`src/rtl/instruction_prefetch_pkg.sv`:
```
// Shared types for the instruction prefetcher: fetch FSM states, the
// buffered entry layout and a small address helper.
package instruction_prefetch_pkg;

    // Fetch FSM: IDLE (no request), REQ (request on the bus),
    // DRAIN (request outstanding after a redirect; its response is dropped).
    typedef enum logic [1:0] {
        ST_IDLE  = 2'd0,
        ST_REQ   = 2'd1,
        ST_DRAIN = 2'd2
    } fetch_state_e;

    // One buffered entry: {fault, pc, instr}.
    localparam int ENTRY_W = 65;

    typedef struct packed {
        logic        fault;
        logic [31:0] pc;
        logic [31:0] instr;
    } fetch_entry_t;

    // Force a byte address onto a word boundary.
    function automatic logic [31:0] word_align(input logic [31:0] addr);
        return {addr[31:2], 2'b00};
    endfunction

endpackage

```
`src/rtl/instruction_prefetch_sync_fifo.sv`:
```
// Generic synchronous FIFO with a synchronous clear and an occupancy count.
// DEPTH must be a power of two (pointers wrap naturally). Pushes into a full
// FIFO are refused unless a pop happens in the same cycle.
module sync_fifo #(
    parameter int WIDTH = 65,
    parameter int DEPTH = 2
) (
    input  logic                     clk_i,
    input  logic                     rst_i,
    input  logic                     clr_i,
    input  logic                     push_i,
    input  logic [WIDTH-1:0]         push_data_i,
    input  logic                     pop_i,
    output logic [WIDTH-1:0]         head_o,
    output logic [$clog2(DEPTH):0]   count_o
);

    localparam int PTR_W = $clog2(DEPTH);
    localparam int CNT_W = PTR_W + 1;
    localparam logic [PTR_W-1:0] PTR_ONE = PTR_W'(1);

    logic [WIDTH-1:0] mem_q [DEPTH];
    logic [PTR_W-1:0] wr_ptr_q, wr_ptr_d;
    logic [PTR_W-1:0] rd_ptr_q, rd_ptr_d;
    logic [CNT_W-1:0] count_q, count_d;
    logic             full_s;
    logic             empty_s;
    logic             push_en_s;
    logic             pop_en_s;

    assign full_s  = (count_q == CNT_W'(DEPTH));
    assign empty_s = (count_q == CNT_W'(0));
    assign head_o  = mem_q[rd_ptr_q];
    assign count_o = count_q;

    // Qualify push/pop against occupancy and compute next pointers/count.
    always_comb begin
        pop_en_s  = pop_i & ~empty_s;
        push_en_s = push_i & (~full_s | pop_en_s);
        wr_ptr_d  = wr_ptr_q;
        rd_ptr_d  = rd_ptr_q;
        count_d   = count_q;
        if (clr_i) begin
            wr_ptr_d = PTR_W'(0);
            rd_ptr_d = PTR_W'(0);
            count_d  = CNT_W'(0);
        end else begin
            if (push_en_s) begin
                wr_ptr_d = wr_ptr_q + PTR_ONE;
            end else begin
                wr_ptr_d = wr_ptr_q;
            end
            if (pop_en_s) begin
                rd_ptr_d = rd_ptr_q + PTR_ONE;
            end else begin
                rd_ptr_d = rd_ptr_q;
            end
            count_d = count_q + CNT_W'(push_en_s) - CNT_W'(pop_en_s);
        end
    end

    // Pointer and count registers.
    always_ff @(posedge clk_i) begin
        if (rst_i) begin
            wr_ptr_q <= PTR_W'(0);
            rd_ptr_q <= PTR_W'(0);
            count_q  <= CNT_W'(0);
        end else begin
            wr_ptr_q <= wr_ptr_d;
            rd_ptr_q <= rd_ptr_d;
            count_q  <= count_d;
        end
    end

    // Entry storage; contents are only meaningful while counted as occupied.
    always_ff @(posedge clk_i) begin
        if (push_en_s && !clr_i) begin
            mem_q[wr_ptr_q] <= push_data_i;
        end
    end

endmodule

```
`src/rtl/instruction_prefetch.sv`:
```
// Wishbone classic read master fetching sequential instruction words into a
// small FIFO. One request outstanding at most; the strobe drops for a cycle
// after every response. Redirects flush the buffer and restart fetching,
// bus errors are delivered as a faulting entry and stop fetching until the
// next redirect.
module instruction_prefetch
    import instruction_prefetch_pkg::*;
#(
    parameter logic [31:0] RESET_PC = 32'h0000_0000,
    parameter int          DEPTH    = 2
) (
    input  logic        clk_i,
    input  logic        rst_i,
    output logic        cyc_o,
    output logic        stb_o,
    output logic        we_o,
    output logic [3:0]  sel_o,
    output logic [31:0] adr_o,
    input  logic [31:0] dat_i,
    input  logic        ack_i,
    input  logic        err_i,
    input  logic        rty_i,
    input  logic        redirect_i,
    input  logic [31:0] redirect_pc_i,
    output logic        valid_o,
    input  logic        ready_i,
    output logic [31:0] instr_o,
    output logic [31:0] pc_o,
    output logic        fault_o
);

    localparam int CNT_W = $clog2(DEPTH) + 1;

    fetch_state_e     state_q, state_d;
    logic [31:0]      pc_q, pc_d;
    logic [31:0]      adr_q, adr_d;
    logic             halted_q, halted_d;

    logic [CNT_W-1:0] fifo_count_s;
    fetch_entry_t     push_entry_s;
    fetch_entry_t     head_entry_s;
    logic             push_s;
    logic             pop_s;
    logic             valid_s;
    logic             room_s;
    logic             any_resp_s;

    sync_fifo #(
        .WIDTH (ENTRY_W),
        .DEPTH (DEPTH)
    ) u_fifo (
        .clk_i       (clk_i),
        .rst_i       (rst_i),
        .clr_i       (redirect_i),
        .push_i      (push_s),
        .push_data_i (push_entry_s),
        .pop_i       (pop_s),
        .head_o      (head_entry_s),
        .count_o     (fifo_count_s)
    );

    assign valid_s    = (fifo_count_s != CNT_W'(0));
    // In IDLE nothing is outstanding, so occupancy alone bounds the total.
    assign room_s     = (fifo_count_s < CNT_W'(DEPTH));
    assign any_resp_s = ack_i | err_i | rty_i;
    // A pop coinciding with a redirect is void: the flush wins.
    assign pop_s      = valid_s & ready_i & ~redirect_i;

    // Bus outputs are decoded from registered state only.
    assign cyc_o   = (state_q != ST_IDLE);
    assign stb_o   = (state_q != ST_IDLE);
    assign we_o    = 1'b0;
    assign sel_o   = 4'hF;
    assign adr_o   = adr_q;

    // Consumer outputs come from the FIFO head, zeroed while empty.
    assign valid_o = valid_s;
    assign instr_o = valid_s ? head_entry_s.instr : 32'h0000_0000;
    assign pc_o    = valid_s ? head_entry_s.pc    : 32'h0000_0000;
    assign fault_o = valid_s ? head_entry_s.fault : 1'b0;

    // Next-state logic: request issue, response handling and redirect.
    always_comb begin
        state_d      = state_q;
        pc_d         = pc_q;
        adr_d        = adr_q;
        halted_d     = halted_q;
        push_s       = 1'b0;
        push_entry_s = '0;

        case (state_q)
            ST_IDLE: begin
                // A redirect cycle must not launch a fetch from the old pc.
                if (redirect_i) begin
                    state_d = ST_IDLE;
                end else if (!halted_q && room_s) begin
                    state_d = ST_REQ;
                    adr_d   = pc_q;
                end else begin
                    state_d = ST_IDLE;
                end
            end
            ST_REQ: begin
                if (redirect_i) begin
                    if (any_resp_s) begin
                        state_d = ST_IDLE;
                    end else begin
                        state_d = ST_DRAIN;
                    end
                end else if (err_i) begin
                    push_s             = 1'b1;
                    push_entry_s.fault = 1'b1;
                    push_entry_s.pc    = adr_q;
                    push_entry_s.instr = 32'h0000_0000;
                    halted_d           = 1'b1;
                    state_d            = ST_IDLE;
                end else if (ack_i) begin
                    push_s             = 1'b1;
                    push_entry_s.fault = 1'b0;
                    push_entry_s.pc    = adr_q;
                    push_entry_s.instr = dat_i;
                    pc_d               = pc_q + 32'd4;
                    state_d            = ST_IDLE;
                end else if (rty_i) begin
                    state_d = ST_IDLE;
                end else begin
                    state_d = ST_REQ;
                end
            end
            ST_DRAIN: begin
                if (any_resp_s) begin
                    state_d = ST_IDLE;
                end else begin
                    state_d = ST_DRAIN;
                end
            end
            default: begin
                state_d = ST_IDLE;
            end
        endcase

        if (redirect_i) begin
            pc_d     = word_align(redirect_pc_i);
            halted_d = 1'b0;
        end else begin
            pc_d     = pc_d;
            halted_d = halted_d;
        end
    end

    // State registers with synchronous reset.
    always_ff @(posedge clk_i) begin
        if (rst_i) begin
            state_q  <= ST_IDLE;
            pc_q     <= word_align(RESET_PC);
            adr_q    <= 32'h0000_0000;
            halted_q <= 1'b0;
        end else begin
            state_q  <= state_d;
            pc_q     <= pc_d;
            adr_q    <= adr_d;
            halted_q <= halted_d;
        end
    end

endmodule

```
`config.mk`:
```
export PLATFORM = sky130hd
export DESIGN_NAME = instruction_prefetch
export DESIGN_NICKNAME = d
export VERILOG_FILES = /design/src/rtl/instruction_prefetch_pkg.sv /design/src/rtl/instruction_prefetch_sync_fifo.sv /design/src/rtl/instruction_prefetch.sv
export SDC_FILE = /design/constraint.sdc
export NUM_CORES = 1
export LEC_CHECK = 0
export ABC_CLOCK_PERIOD_IN_PS = 6600
export CAP_MARGIN = 20
export CORE_ASPECT_RATIO = 2
export CORE_UTILIZATION = 51
export DETAILED_ROUTE_END_ITERATION = 6
export GPL_TIMING_DRIVEN = 1
export PLACE_DENSITY = 0.8
export REMOVE_ABC_BUFFERS = 1
export SETUP_SLACK_MARGIN = 0.5
export SYNTH_ARGS = -nofsm -noshare
export SYNTH_HDL_FRONTEND = slang
export SYNTH_SLANG_ARGS = --single-unit
```
`constraint.sdc`:
```
create_clock -name clk_i -period 6.6 [get_ports clk_i]
set_input_delay 0.66 -clock clk_i [delete_from_list [all_inputs] [get_ports clk_i]]
set_output_delay 0.66 -clock clk_i [all_outputs]
set_load 0.01 [all_outputs]
```
# --- Yosys cells after proc, flatten, opt, wreduce, memory -nomap -nowiden ---
# Memories as Yosys holds them, arrays and structs flattened. A register that Yosys moved wholly into a read port is not among the register bits.
# Cells that the tools add are included.
op_classes:
  addsub: 5
  magnitude_cmp: 1
  eq_ne: 4
  n_mux: 27
  bitwise: 11
  reduce_logical: 15
op_table:
  columns: ["operator", "count"]
  rows:
  - ["two-way mux 65 bit", 3]
  - ["two-way mux 32 bit", 6]
  - ["two-way mux 64 bit", 1]
  - ["adder 32 x 3 -> 32 bit (second input constant)", 1]
  - ["two-way mux 1 bit", 14]
  - ["AND reduction 3 bit", 3]
  - ["nonzero test 2 bit", 4]
  - ["one-hot mux 2 bit (3 select lines)", 1]
  - ["bitwise AND 1 bit", 4]
  - ["== test 2 bit (second input constant)", 2]
  - ["logical NOT 2 bit", 2]
  - ["two-way mux 2 bit", 2]
  - ["NOT 1 bit", 4]
  - ["bitwise OR 1 bit", 3]
  - ["adder 1 bit (second input constant)", 2]
  - ["adder 2 x 1 -> 2 bit", 1]
  - ["== test 2 x 1 -> 1 bit (second input constant)", 1]
  - ["logical AND 1 bit", 2]
  - ["logical NOT 1 bit", 2]
  - ["less-than comparator 2 bit (second input constant)", 1]
  - ["!= test 2 x 1 -> 1 bit (second input constant)", 1]
  - ["AND reduction 2 bit", 1]
  - ["OR reduction 2 bit", 1]
  - ["subtractor 2 x 1 -> 2 bit", 1]
totals:
  register_bits: 71
  ramBits: 130
  in_bits: 71
  out_inout_bits: 105
  n_memories: 1
memory_table:
  columns: ["memory", "words", "word_bits", "read_ports", "rd_clocked_by_memory_dff", "write_ports", "line", "rtl"]
  rows:
  - ["u_fifo.mem_q", 2, 65, 1, 1, 1, "instruction_prefetch_sync_fifo.sv:22", "logic [WIDTH-1:0] mem_q [DEPTH];"]

# --- Logic depth before layout (Yosys ltp) ---
depth:
  word_depth: 9
  depth_mapped: 8

# --- By module ---
# From an unflattened synthesis, not the netlist that was laid out.
hier_totals:
  cells_unflattened: 746
  area_unflattened_um2: 8984.9
by_module_without_submodules:
  columns: ["mod", "n_inst", "cells_each", "area_each_um2"]
  rows:
  - ["sync_fifo", 1, 226, 5141.2]
  - ["instruction_prefetch", 1, 520, 3843.7]

# --- Worst setup path before layout ---
# No wires, ideal clock.
synth_path:
  path_type: "input to register"
  from: "in redirect_i"
  to: "mem u_fifo.mem_q[0][0], enable pin"
  arrival_time_ps: 4431
  required_time_ps: 6108
  slack_ps: 1678
  cell_stages: 3
  path_buffers: 0
  path_cell_list: "or3b_2 > a311oi_4 > nor2b_1"
synth_between:
  elab_chain_cells: 8
  word_cells_on_any_way: 11
  classes_between: "mux (4); bitwise (5); reduce/logical (2)"
synth_rtl:
  columns: ["element", "line", "rtl"]
  rows:
  - ["from (decl)", "instruction_prefetch.sv:23", "input logic redirect_i,"]
  - ["NOT 1 bit (no source line)", null, null]
  - ["bitwise AND 1 bit", "instruction_prefetch.sv:67", "assign pop_s = valid_s & ready_i & ~redirect_i;"]
  - ["bitwise AND 1 bit", "instruction_prefetch_sync_fifo.sv:38", "pop_en_s = pop_i & ~empty_s;"]
  - ["bitwise OR 1 bit", "instruction_prefetch_sync_fifo.sv:39", "push_en_s = push_i & (~full_s | pop_en_s);"]
  - ["bitwise AND 1 bit", "instruction_prefetch_sync_fifo.sv:39", null]
  - ["logical AND 1 bit (*)", "instruction_prefetch_sync_fifo.sv:77", "if (push_en_s && !clr_i) begin"]
  - ["two-way mux 1 bit (*)", "instruction_prefetch_sync_fifo.sv:77", null]
  - ["two-way mux 1 bit (implied by the code) (*)", "instruction_prefetch_sync_fifo.sv:78", "mem_q[wr_ptr_q] <= push_data_i;"]
  - ["to (decl)", "instruction_prefetch_sync_fifo.sv:22", null]
# Every way passes the cells marked *; elsewhere a longest branch is shown, timed or not.

# --- Worst setup path after layout ---
layout_path:
  from: "in redirect_i"
  to: "mem u_fifo.mem_q[0][3], enable pin"
# Same word-level chain as after synthesis.

==> metrics.log <==
[metrics] outcome: finished, final reports clean
[metrics] number of synthesis warnings: 0
[metrics] cell depth of the worst flop-to-flop path: 4
[metrics] Initial Util: 0.5179
[metrics] die width: 92.65 um
[metrics] start point of the critical path: redirect_i
[metrics] CTS tree: built
[metrics] fill count: 1,302
[metrics] final RePlAce weighted congestion: 0.9976
[metrics] final cell count without fillers: 1,110
[metrics] number of primary I/O pins: 176
[metrics] fin worst setup slack: 2.990 ns
[metrics] layout overhead on the synthesized area: 27.96%
[metrics] cell-by-cell listing of the critical path: clkdlybuf4s50_1 > buf_4 > or3b_2 > a311oi_4 > nor2b_4 > buf_4
[metrics] number of antenna-violating nets in the routed design: 0
[metrics] number of clock sinks: 194
[metrics] Unique masters post-synth: 39
[metrics] hold wc startpoint: pc_q[31]$_SDFFE_PP0P_
[metrics] Post-Route WL: 17,770 um
[metrics] sequential power share: 0.539
[metrics] pre-CTS setup slack: 2.533 ns
[metrics] number of synthesized flops with an enable pin: 126
[metrics] maximum clock frequency: 277.0 MHz
[metrics] antenna violations before repair: 0
[metrics] max-cap check violation count: 0
[metrics] clock buffer count from CTS: 17
[metrics] kind of path behind the tightest hold check: flop to flop
[metrics] per-cell routed wire length: 16.01 um
[metrics] CTS Root Buffer Type: sky130_fd_sc_hd__clkbuf_16
[metrics] post-synthesis sequential element count: 194
[metrics] most used cells in the layout excluding fill and tap cells: sky130_fd_sc_hd__clkdlybuf4s50_1, sky130_fd_sc_hd__edfxtp_1, sky130_fd_sc_hd__nor2_1
[metrics] critical path arrival: 3.68 ns
[metrics] Worst Hold Endpoint: adr_o[31]$_SDFFE_PP0P_
[metrics] # nets final: 966
[metrics] r2r setup slk: 3.45 ns
[metrics] number of hold violations in the final report: 0
[metrics] Port Buf Inserts: 164
[metrics] maximum cell stage delay along the critical path: 0.83 ns
[metrics] vias in the first global route: 5,725
[metrics] clock period minus worst slack: 3.610 ns
[metrics] worst hold path depth: 2
[metrics] number of pins exceeding their max-slew limit in the final report: 0
[metrics] Static Leakage: 3.684 nW
[metrics] sum of internal, switching and leakage power: 2.495 mW
[metrics] number of setup buffers added after CTS: 0
[metrics] chip height: 183.3 um
[metrics] share of the yosys chip area belonging to registers: 0.6138
[metrics] Max Buffers Root-to-Sink: 2
[metrics] first-pass GRT wire length: 28,110 um
[metrics] latest clock arrival within the worst-skew pair: 0.42 ns
[metrics] vias per cell: 5.193
[metrics] data required time of the critical path: 6.67 ns
[metrics] period utilisation layout: 0.5470
[metrics] row cnt: 66
[metrics] Tot GR Track Use: 0.2166
[metrics] worst slew margin relative to its limit: 0.2708
[metrics] cell-internal power: 1.921 mW
[metrics] synthesized instance count: 747
[metrics] maximum clock skew at final layout: 0.007302 ns
[metrics] length of the first detailed-routing pass in iterations: 7
[metrics] reg-to-reg startpoint: state_q[0]$_SDFF_PP0_
[metrics] Peak supply drop: 0.0001739 V
[metrics] Max H-tree Level: 4
[metrics] total of endpoints with negative setup slack in the final report: 0
[metrics] most used flip-flop cell after synthesis: sky130_fd_sc_hd__edfxtp_1
[metrics] Psw: 0.5743 mW
[metrics] clock transition at the registers of the reported paths: 0.07 ns
[metrics] kind of cell adding the most delay to the critical path: simple AND/OR/NAND/NOR gates
[metrics] PD cells: 232.6 nW/um2
[metrics] highest-delay cell along the critical path: sky130_fd_sc_hd__nor2b_4
[metrics] kind of end point of the critical path: flop
[metrics] syn_area_per_cell: 11.22 um2
[metrics] share of power burned in the clock network: 0.385
[metrics] core area: 16,190 um2
[metrics] Worst path most repeated cell: sky130_fd_sc_hd__buf_4
[metrics] final core utilization: 0.6626
[metrics] fraction of layout cells with a size suffix above 1: 0.06623
[metrics] pin count of the biggest net entering global routing: 64
[metrics] unrepaired setup endpoints after global routing: no
[metrics] Detailed Place HPWL: 12,510 um
[metrics] Placed Cells: 1,078
[metrics] detailed-route via count: 5,764
[metrics] measured slew at the worst slew-check pin: 1.094 ns
[metrics] antenna fix cells: 0
[metrics] critical path class: input port to flop
[metrics] most common library cell in the layout ignoring fill and taps: sky130_fd_sc_hd__clkdlybuf4s50_1
[metrics] post-cts repair resize count: 0
[metrics] Crit Reg-Reg Endpoint: u_fifo.mem_q[0][3]$_DFFE_PP_
[metrics] type of origin of the critical path: input port
[metrics] buffers and inverters on the worst path: 3
[metrics] Logic pwr share: 0.076
[metrics] number of remaining DRC errors: 0
[metrics] count of hold buffers inserted by post-cts repair: 0
[metrics] largest fanout on the critical path: 33
[metrics] TNS Setup: 0 ns
[metrics] die area: 16,980 um2
[metrics] 1st-iter DRT viols: 233
[metrics] post-synthesis cell area: 8382 um2
[metrics] fraction of power spent switching nets: 0.2302
[metrics] Async SR Flop Fraction: 0
[metrics] overflow left after global routing: 0
==> power by group through the flow <==
| stage | clock [mW] | sequential (mW) | combinational (mW) |
|---|---|---|---|
| 3_5_place_dp | 0 | 1.37 | 0.190 |
| 5_1_grt | 1.03 | 1.35 | 0.206 |
| 4_1_cts | 0.982 | 1.34 | 0.191 |
| 3_3_place_gp | 0 | 1.37 | 0.187 |
| 2_1_floorplan | 0 | 1.37 | 0.0807 |
| 6_report | 0.962 | 1.34 | 0.189 |
==> worst max path at each step <==
stage,to,slack [ns],cells past startpoint
final,u_fifo.mem_q[0][3]$_DFFE_PP_,2.99,6
after global routing,u_fifo.mem_q[0][3]$_DFFE_PP_,2.81,6
after CTS,u_fifo.mem_q[0][3]$_DFFE_PP_,2.98,6
after detailed placement,u_fifo.mem_q[0][47]$_DFFE_PP_,2.53,6
after global placement,u_fifo.mem_q[0][16]$_DFFE_PP_,2.58,6
after floorplan,u_fifo.mem_q[0][0]$_DFFE_PP_,1.68,3
==> flip-flops by register name, summed over array words and instances (netlist names), named ones only <==
signal	flops
u_fifo.wr_ptr_q	1
adr_o	30
u_fifo.rd_ptr_q	1
u_fifo.mem_q	126
u_fifo.count_o	2
halted_q	1
state_q	2
pc_q	30
==> kinds of logic after synthesis <==
logic type / Yosys count / share of synthesized area
xor+xnor: 31 / 0.03239
compound gates: 68 / 0.05060
flops: 194 / 0.6138
mux: 67 / 0.08001
buf+inv: 62 / 0.03299
simple gates: 321 / 0.1863
other cells: 2 / 0.0008960
fa+ha+maj: 2 / 0.002985
==> through the flow <==
stage,hold WS (ns),cell area [um2]
finish,0.4621,10730
global route,0.4858,10730
CTS,0.4607,10730
detailed placement,0.4454,10170
global placement,0.4436,10170
floorplan,0.4258,8162
==> cells in the mapped netlist (14+ instances only) <==
cell type,count,area (um2)
sky130_fd_sc_hd__dfxtp_1,68,1361
sky130_fd_sc_hd__and2_1,67,419.2
sky130_fd_sc_hd__nand2_1,90,337.8
sky130_fd_sc_hd__mux2i_1,67,670.6
sky130_fd_sc_hd__a21oi_1,43,215.2
sky130_fd_sc_hd__edfxtp_1,126,3784
sky130_fd_sc_hd__nor2_1,101,379.1
sky130_fd_sc_hd__xnor2_1,21,183.9
sky130_fd_sc_hd__clkbuf_1,39,146.4
sky130_fd_sc_hd__a211oi_1,14,105.1
sky130_fd_sc_hd__nand4_1,15,93.84
==> tightest hold or removal path, delay by kind of cell, from the launching register on <==
family / cells / cell delay (ns)
AO/OA/AOI/OAI: 1 / 0.05
AND/OR/NAND/NOR: 1 / 0.05
flip-flops: 1 / 0.31
==> metal layers <==
layer,GRT usage,share of wire,up-vias
li1,-,-,2874
met1,0.2276,0.36,2698
met2,0.4053,0.57,153
met3,0.02529,0.029,39
met4,0.1274,0.037,0
met5,0,0,-
==> layout make-up <==
type / instances / area (um2) / share of cell area
clock buffers: 18 / 439.2 / 0.04095
clock inverters: 14 / 118.9 / 0.01108
inverters: 8 / 30.03 / 0.002800
multi-input cells: 498 / 3022 / 0.2817
flip-flops and latches: 194 / 5149 / 0.4801
well taps: 204 / 255.2 / 0.02380
repair buffers: 174 / 1712 / 0.1596
Power figures use the tool's default switching activity.
